## config.mk

```make
export PLATFORM = sky130hd
export DESIGN_NAME = fifo_wconv
export DESIGN_NICKNAME = d
export VERILOG_FILES = /design/src/rtl/fifo_wconv_pkg.sv /design/src/rtl/fifo_ram_sdp.sv /design/src/rtl/fifo_wconv.sv
export SDC_FILE = /design/constraint.sdc
export NUM_CORES = 2
export LEC_CHECK = 0
export BUFFER_PORTS_ARGS = -buffer_cell sky130_fd_sc_hd__buf_2
export CAP_MARGIN = 25
export CORE_ASPECT_RATIO = 0.5
export CORE_MARGIN = 2
export CORE_UTILIZATION = 28
export DETAILED_ROUTE_END_ITERATION = 12
export GPL_TIMING_DRIVEN = 0
export HOLD_SLACK_MARGIN = 0.1
export SLEW_MARGIN = 40
export SYNTH_ARGS = -nofsm -noshare
export SYNTH_HDL_FRONTEND = slang
export SYNTH_SLANG_ARGS = --single-unit
```

## constraint.sdc

```tcl
create_clock -name sys_clk -period 8.1 [get_ports sys_clk]
set_input_delay 0.81 -clock sys_clk [delete_from_list [all_inputs] [get_ports sys_clk]]
set_output_delay 0.81 -clock sys_clk [all_outputs]
set_load 0.005 [all_outputs]
```

## src/rtl/fifo_wconv_pkg.sv

```systemverilog
// ============================================================
// fifo_wconv_pkg : shared defaults, width helpers for fifo_wconv
// Rev 1.0
// ============================================================
`default_nettype none

package fifo_wconv_pkg;

  function automatic int clog2(input int n);
    int r;
    r = 0;
    while ((1 << r) < n) begin
      r = r + 1;
    end
    return r;
  endfunction

  localparam int DEF_WR_W     = 8;
  localparam int DEF_RATIO    = 2;
  localparam int DEF_RD_DEPTH = 128;
  localparam int DEF_AF_LVL   = DEF_RD_DEPTH - 4;
  localparam int DEF_AE_LVL   = 4;

  localparam int DEF_RD_W  = DEF_WR_W * DEF_RATIO;
  localparam int DEF_PTR_W = clog2(DEF_RD_DEPTH);
  localparam int DEF_RUW   = clog2(DEF_RD_DEPTH) + 1;
  localparam int DEF_WUW   = clog2(DEF_RD_DEPTH * DEF_RATIO) + 1;

endpackage

`default_nettype wire

```

## src/rtl/fifo_ram_sdp.sv

```systemverilog
// ============================================================
// fifo_ram_sdp : simple dual-port RAM, registered read port
// Rev 1.0
// ============================================================
`default_nettype none

module fifo_ram_sdp #(
  parameter int DATA_W = 16,
  parameter int DEPTH  = 128,
  parameter int AW     = 7
) (
  input  logic              clk,
  input  logic              rst,
  input  logic              we_i,
  input  logic [AW-1:0]     waddr_i,
  input  logic [DATA_W-1:0] wdata_i,
  input  logic              re_i,
  input  logic [AW-1:0]     raddr_i,
  output logic [DATA_W-1:0] rdata_o
);

  logic [DATA_W-1:0] mem_q [DEPTH];

  always_ff @(posedge clk) begin
    if (we_i) begin
      mem_q[waddr_i] <= wdata_i;
    end
  end

  // Output register holds its value between reads.
  always_ff @(posedge clk) begin
    if (rst) begin
      rdata_o <= '0;
    end else if (re_i) begin
      rdata_o <= mem_q[raddr_i];
    end
  end

endmodule

`default_nettype wire

```

## src/rtl/fifo_wconv.sv

```systemverilog
// ============================================================
// fifo_wconv : single-clock FIFO, narrow writes packed to wide reads
// Rev 1.0
// ============================================================
`default_nettype none

module fifo_wconv
  import fifo_wconv_pkg::*;
#(
  parameter int WR_W     = DEF_WR_W,
  parameter int RATIO    = DEF_RATIO,
  parameter int RD_DEPTH = DEF_RD_DEPTH,
  parameter int AF_LVL   = RD_DEPTH - 4,
  parameter int AE_LVL   = DEF_AE_LVL
) (
  input  logic                              sys_clk,
  input  logic                              sys_rst,
  input  logic                              wr_req,
  input  logic [WR_W-1:0]                   wr_data,
  input  logic                              wr_flush,
  input  logic                              rd_req,
  output logic [WR_W*RATIO-1:0]             rd_data,
  output logic                              rd_valid,
  output logic                              wr_full,
  output logic                              rd_empty,
  output logic [clog2(RD_DEPTH*RATIO):0]    wr_usedw,
  output logic [clog2(RD_DEPTH):0]          rd_usedw,
  output logic                              almost_full,
  output logic                              almost_empty,
  output logic                              wr_ovf,
  output logic                              rd_unf
);

  localparam int RD_W  = WR_W * RATIO;
  localparam int AW    = clog2(RD_DEPTH);
  localparam int LOG_R = clog2(RATIO);
  localparam int PCW   = (LOG_R == 0) ? 1 : LOG_R;
  localparam int RUW   = AW + 1;
  localparam int WUW   = clog2(RD_DEPTH * RATIO) + 1;

  localparam logic [RUW-1:0] C_FULL    = RUW'(RD_DEPTH);
  localparam logic [RUW-1:0] C_AF      = RUW'(AF_LVL);
  localparam logic [RUW-1:0] C_AE      = RUW'(AE_LVL);
  localparam logic [PCW-1:0] LAST_LANE = PCW'(RATIO - 1);

  logic [RD_W-1:0] pack_q, pack_d;
  logic [PCW-1:0]  pack_cnt_q, pack_cnt_d;
  logic [AW-1:0]   wr_ptr_q, wr_ptr_d;
  logic [AW-1:0]   rd_ptr_q, rd_ptr_d;
  logic [RUW-1:0]  rd_usedw_q, rd_usedw_d;
  logic            wr_ovf_q, rd_unf_q, rd_valid_q;

  logic            wr_acc, rd_acc;
  logic            full_commit, flush_commit, commit;
  logic [RD_W-1:0] pack_word;

  assign wr_full      = (rd_usedw_q == C_FULL);
  assign rd_empty     = (rd_usedw_q == '0);
  assign almost_full  = (rd_usedw_q >= C_AF);
  assign almost_empty = (rd_usedw_q <= C_AE);
  assign rd_usedw     = rd_usedw_q;
  // RATIO is a power of two, so the shift is exact and pack_cnt fits below it.
  assign wr_usedw     = (WUW'(rd_usedw_q) << LOG_R) + WUW'(pack_cnt_q);
  assign wr_ovf       = wr_ovf_q;
  assign rd_unf       = rd_unf_q;
  assign rd_valid     = rd_valid_q;

  always_comb begin
    wr_acc    = wr_req && !wr_full;
    rd_acc    = rd_req && !rd_empty;
    pack_word = pack_q;
    if (wr_acc) begin
      pack_word[int'(pack_cnt_q)*WR_W +: WR_W] = wr_data;
    end
    full_commit  = wr_acc && (pack_cnt_q == LAST_LANE);
    // Flush sees the lane written this same cycle; unfilled lanes are already zero.
    flush_commit = wr_flush && !full_commit && !wr_full && (wr_acc || (pack_cnt_q != '0));
    commit       = full_commit || flush_commit;

    pack_d     = commit ? '0 : pack_word;
    pack_cnt_d = pack_cnt_q;
    if (commit) begin
      pack_cnt_d = '0;
    end else if (wr_acc) begin
      pack_cnt_d = pack_cnt_q + 1'b1;
    end

    wr_ptr_d   = wr_ptr_q + AW'(commit);
    rd_ptr_d   = rd_ptr_q + AW'(rd_acc);
    rd_usedw_d = rd_usedw_q + RUW'(commit) - RUW'(rd_acc);
  end

  always_ff @(posedge sys_clk) begin
    if (sys_rst) begin
      pack_q     <= '0;
      pack_cnt_q <= '0;
      wr_ptr_q   <= '0;
      rd_ptr_q   <= '0;
      rd_usedw_q <= '0;
      wr_ovf_q   <= 1'b0;
      rd_unf_q   <= 1'b0;
      rd_valid_q <= 1'b0;
    end else begin
      pack_q     <= pack_d;
      pack_cnt_q <= pack_cnt_d;
      wr_ptr_q   <= wr_ptr_d;
      rd_ptr_q   <= rd_ptr_d;
      rd_usedw_q <= rd_usedw_d;
      wr_ovf_q   <= wr_req && wr_full;
      rd_unf_q   <= rd_req && rd_empty;
      rd_valid_q <= rd_acc;
    end
  end

  fifo_ram_sdp #(
    .DATA_W (RD_W),
    .DEPTH  (RD_DEPTH),
    .AW     (AW)
  ) u_ram (
    .clk     (sys_clk),
    .rst     (sys_rst),
    .we_i    (commit),
    .waddr_i (wr_ptr_q),
    .wdata_i (pack_word),
    .re_i    (rd_acc),
    .raddr_i (rd_ptr_q),
    .rdata_o (rd_data)
  );

endmodule

`default_nettype wire

```

======== Word level (Yosys, flattened, before mapping) ========
Memory sizes are Yosys's and may differ from the RTL's. A register that Yosys moved wholly into a read port is not among the register bits.
Cells that the tools add are included.
storage, ports and cells
  memories kept ........................... 1
  output and inout bits ................... 40
  input port bits ......................... 13
  bits in registers ....................... 42
  RAM bits ................................ 2,048
  word-level logic and storage cells ...... 40
memory list
  memory       depth  width  rd ports  clocked after Yosys merged registers in  wr ports  RTL line            RTL
  u_ram.mem_q  128    16     1         1                                        1         fifo_ram_sdp.sv:22  logic [DATA_W-1:0] mem_q [DEPTH];
operators by class
  equality and inequality tests ........... 1
  mux-type cells .......................... 4
  add/subtract/negate cells ............... 7
  reduce and logical (&&, ||, !) cells .... 15
  magnitude comparators ................... 2
  shift operators ......................... 2
operators with widths
  cell                       count
  $neg A4 Y33                1
  $shift A8 B33 Y16 const A  1
  $shiftx A8 B33 Y16         1
  $bwmux W16                 1
  $mux W16                   1
  $add A7 B1 Y7              2
  $add A9 B1 Y9              1
  $add A8 B1 Y8              1
  $eq A8 B8 Y1 const B       1
  $ge A8 B7 Y1 const B       1
  $le A8 B3 Y1 const B       1
  $logic_and A1 B1 Y1        8
  $logic_not A8 Y1           1
  $sub A8 B1 Y8              1
  $logic_not A1 Y1           3
  $logic_or A1 B1 Y1         2
  $mux W1                    2
  $reduce_or A2 Y1           1
  $add A1 B1 Y1 const B      1

======== Logic depth before layout (Yosys ltp) ========
  depth in word-level cells ............... 11
  gate-level depth with buffers ........... 18
  gate-level depth less buffers ........... 18

======== By module ========
Synthesis repeated with hierarchy kept, for this count alone.
second synthesis, totals
  cells, all modules ...................... 3,796
  area total of the unflattened synthesis .. 81,823.5 sq um
by module, submodules not included
  module        area each (sq um)  seq. area each (sq um)  cells each  times used
  fifo_ram_sdp  79,578.8           61,819.3                3,575       1
  fifo_wconv    2,244.7            840.8                   221         1

======== Least setup slack after synthesis ========
OpenSTA, ideal clock, no wires.
  path type ............................... register to register
  start point ............................. register rd_usedw_q[4], in the netlist rd_usedw[4]
  end point ............................... memory u_ram.mem_q[80][0] (enable)
  clock period less this slack ............ 3.663 ns
  arrival time ............................ 3.233 ns
  setup time .............................. 0.431 ns
  data required time ...................... 7.669 ns
  cell stages (with the launch flop) ...... 8
  slack ................................... 4.437 ns
  buffers on the path ..................... 0
  cells stage by stage .................... dfxtp_1 -> inv_1 -> ha_1 -> nand4_1 -> inv_1 -> a21oi_1 -> nand3_1 -> nor4_1
between the ends
  cells in the longest elaborated chain, start to end .. 11
  elaborated cells between the ends (all ways) .. 12
  classes of those cells .................. eq/ne: 1; mux: 2; reduce/logical: 9
RTL lines
  element                            RTL line                            RTL
  from (decl)                        fifo_wconv.sv:50                    logic [RUW-1:0] rd_usedw_q, rd_usedw_d;
  from (signal assigned)             fifo_wconv.sv:108                   rd_usedw_q <= rd_usedw_d;
  $eq A8 B8 Y1 (*)                   fifo_wconv.sv:57                    assign wr_full = (rd_usedw_q == C_FULL);
  named net wr_full                  fifo_wconv.sv:24                    output logic wr_full,
  $logic_not A1 Y1 (*)               fifo_wconv.sv:69, fifo_wconv.sv:77
  $logic_and A1 B1 Y1                fifo_wconv.sv:69                    wr_acc = wr_req && !wr_full;
  $logic_and A1 B1 Y1                fifo_wconv.sv:75                    full_commit = wr_acc && (pack_cnt_q == LAST_LANE);
  $logic_not A1 Y1                   fifo_wconv.sv:77                    flush_commit = wr_flush && !full_commit && !wr_full && (wr_acc || (pack_cnt_q != '0));
  $logic_and A1 B1 Y1 (3 in a row)   fifo_wconv.sv:77
  $logic_or A1 B1 Y1 (*)             fifo_wconv.sv:78                    commit = full_commit || flush_commit;
  $mux W1 (*)                        fifo_ram_sdp.sv:25                  if (we_i) begin
  $mux W1 (not written as such) (*)  fifo_ram_sdp.sv:26                  mem_q[waddr_i] <= wdata_i;
  to (decl)                          fifo_ram_sdp.sv:22
The timed path passes the listed nets; every way through them passes the cells marked *.

==> load_flow_metrics.sql <==
INSERT INTO impl_metrics (metric_group, metric, value, unit) VALUES
('outcome', 'outcome', 'completed', ''),
('job', 'max_cap_violations', '0', ''),
('clocking', 'cts_max_level', '4', ''),
('setup_path', 'setup.worst_path.start_class', 'register', ''),
('clocking', 'worst_skew_pair.late_latency', '880', 'ps'),
('setup_path', 'worstPathRequired', '8800', 'ps'),
('synth', 'synth_top_cell_area_share', '0.757', ''),
('synth', 'synthesized_flop_and_latch_total', '2106', ''),
('synth', 'number_of_warning_messages_in_the_yosys_log', '0', ''),
('floorplanning', 'fp.coreArea', '288000', 'sq um'),
('drt', 'number_of_nets_with_antenna_violations_after_detailed_routing', '0', ''),
('power_and_ir_drop', 'ir_drop', '0.172', 'mV'),
('drt', 'drc', '0', ''),
('synth', 'synth-edff-count', '2048', ''),
('sta', 'hold_slack', '263', 'ps'),
('power_and_ir_drop', 'power_leakage', '30.1', 'nW'),
('clocking', 'post_cts_hold_buffer_count', '0', ''),
('setup_path', 'critical_path.startpoint', 'rd_ptr_q[1]', ''),
('sta', 'timing.slew.headroom', '0.311', ''),
('setup_path', 'worstReg2RegStart', 'rd_ptr_q[1]', ''),
('clocking', 'clock_tree_from_tritoncts', 'built', ''),
('clocking', 'ctsResizeCount', '0', ''),
('synth', 'netlist-cell-type-count', '57', ''),
('synth', 'synthArstFlopShare', '0', ''),
('floorplanning', 'start_util', '0.282', ''),
('synth', 'yosysMostFrequentCell', 'edfxtp_1', ''),
('hold_path', 'worst_hold_path_type', 'primary input to register', ''),
('drt', 'detail_route.first_pass.iterations', '8', ''),
('sta', 'setup_total_negative_slack', '0', 'ps'),
('synth', 'synth-seq-area-share', '0.771', ''),
('global_routing', 'gr-usage-all-layers', '0.186', ''),
('global_routing', 'grt-ovfl-total', '0', ''),
('sta', 'max_freq', '209', 'MHz'),
('setup_path', 'setup.worst_path.end_class', 'register', ''),
('place', 'numPortBuffers', '51', ''),
('global_routing', 'grt_antenna_before_repair', '22', ''),
('synth', 'post_synth_most_frequent_cells', 'edfxtp_1 (2,048), mux4_2 (445), mux2i_1 (198), nor2_1 (158), clkbuf_1 (91)', ''),
('synth', 'ranking_of_synthesized_cells_by_area', 'edfxtp_1 (76%), mux4_2 (12%), mux2i_1 (2.4%), dfxtp_1 (1.4%), a22oi_1 (0.83%)', ''),
('global_routing', 'grt_start_max_net_pins', '98', ''),
('place', 'globalplace.congestion', '1.02', ''),
('synth', 'synth-main-ff-cell', 'edfxtp_1', ''),
('sta', 'min_period_over_period', '0.590', ''),
('drt', 'detail_route.vias_per_cell', '5.38', ''),
('floorplanning', 'fp.dieArea', '295000', 'sq um'),
('global_routing', 'vias_in_the_first_global_route', '42800', ''),
('sta', 'max_slew.worst_pin.slew', '1030', 'ps'),
('clocking', 'cts.path.max_buffers', '3', ''),
('layout', 'postLayoutCellArea', '97300', 'sq um'),
('setup_path', 'critPathMaxFanout', '10', ''),
('hold_path', 'hp-start', 'rd_req', ''),
('sta', 'post_route_minimum_period', '4780', 'ps'),
('place', 'pre_cts_ws', '3420', 'ps'),
('sta', 'number_of_setup_violations_in_the_final_report', '0', ''),
('floorplanning', 'die_x', '766', 'um'),
('clocking', 'cts_made_buffers', '203', ''),
('drt', 'wirelength', '282', 'mm'),
('layout', 'layout-drive-gt1-share', '0.301', ''),
('power_and_ir_drop', 'pwr_density_cell', '273', 'nW/um^2'),
('layout', 'nNetsFinal', '4271', ''),
('drt', 'wl_per_cell', '34.0', 'um'),
('synth', 'syn_nets', '3845', ''),
('global_routing', 'grt_pass1_wl', '374', 'mm'),
('sta', 'slew_viol_final', '0', ''),
('sta', 'hold_viol_final', '0', ''),
('setup_path', 'worst_path_arrival', '5480', 'ps'),
('place', 'place_area', '91100', 'sq um'),
('drt', 'drtIter0Drc', '8198', ''),
('synth', 'synthesis.instances', '3810', ''),
('setup_path', 'critPathKind', 'register to register', ''),
('sta', 'finalWorstSetupSlack', '3320', 'ps'),
('synth', 'syn_area', '81300', 'sq um');
==> worst max-delay path, cell delays in order (launching register included) <==
cell and delay [ps]:
dfxtp_1 360, buf_2 320, buf_2 500, buf_2 610
buf_2 720, mux4_2 420, a211oi_1 510, nand2_1 310
a211oi_2 640, o31ai_1 150
==> where the power goes <==
| group | total, mW | internal, mW | leakage (nW) | switching [mW] |
|---|---|---|---|---|
| Sequential | 12.3 | 12.3 | 19.4 | 0.0795 |
| Clock | 9.06 | 4.93 | 3.02 | 4.13 |
| Combinational | 5.17 | 1.85 | 7.65 | 3.32 |
| Total | 26.6 | 19.0 | 30.1 | 7.53 |
==> cells by family after synthesis <==
logic type      count (synthesis)  synth area share
compound gates                397            0.0342
xor+xnor                       15           0.00162
fa+ha+maj                      22           0.00348
buf+inv                       251            0.0173
flops                        2106             0.771
mux                           681             0.153
simple gates                  338            0.0190
==> layout make-up <==
class                      instances  area (sq um)
fill                           26600        191000
sequential                      2106         62700
multi-input combinational       1453         18500
clock buffer                     275          5460
tap                             3877          4850
timing repair buffer             221          3550
buffer                           230          1430
clock inverter                   100           748
inverter                          21          78.8
antenna                            7          17.5
==> stage by stage <==
stage                util  total power [mW]  cells
finish              0.338              26.6   8290
global route        0.338              27.1   8283
CTS                 0.338              26.5   8282
detailed placement  0.316              17.6   7907
global placement    0.300              17.4   7738
floorplan               -              15.3   3810
==> layer usage <==
layer / global-route usage / vias to the layer above / part of all wire / routed length (um)
li1: - / 16800 / - / -
met5: 0 / - / 0.00046 / 130
met1: 0.242 / 23900 / 0.37 / 105000
met4: 0.0864 / 10 / 0.051 / 14400
met2: 0.290 / 3323 / 0.45 / 127000
met3: 0.0538 / 528 / 0.13 / 35700
==> registers in the layout (all words and copies together), names as in the netlist <==
register and flops:
rd_unf 1, pack_q 16, pack_cnt_q 1, rd_usedw 8
u_ram.mem_q 2048, rd_valid 1, rd_ptr_q 7, wr_ovf 1
wr_ptr_q 7, u_ram.rdata_o 16
==> layout by cell type (no fill, tap or decap), types with 16 or more instances in the layout <==
cell type,count
nor2b_1,32
buf_4,40
ha_1,21
o221ai_1,25
buf_2,134
a211oi_1,42
dfxtp_1,58
buf_8,81
buf_6,25
a221oi_1,21
o21ai_0,29
a21oi_1,71
nor2_1,32
clkbuf_16,206
nand3_1,24
nand2_1,56
clkbuf_2,51
a22o_1,26
o22ai_1,31
mux2_8,16
mux2_2,19
nor2_4,125
nand2b_1,17
buf_16,74
mux4_2,445
a22oi_1,90
clkinv_1,41
clkbuf_1,100
edfxtp_1,2048
mux2i_1,198
clkinv_2,30
inv_1,18
==> worst paths after layout <==
kind              slack, ps  cells past startpoint           endpoint
setup reg to reg       3320                      9   u_ram.rdata_o[0]
hold / removal          260                      2             rd_unf
setup / recovery       3320                      9   u_ram.rdata_o[0]
hold reg to reg         460                      2  u_ram.rdata_o[12]
No activity file was read; power rests on OpenSTA's default activity.
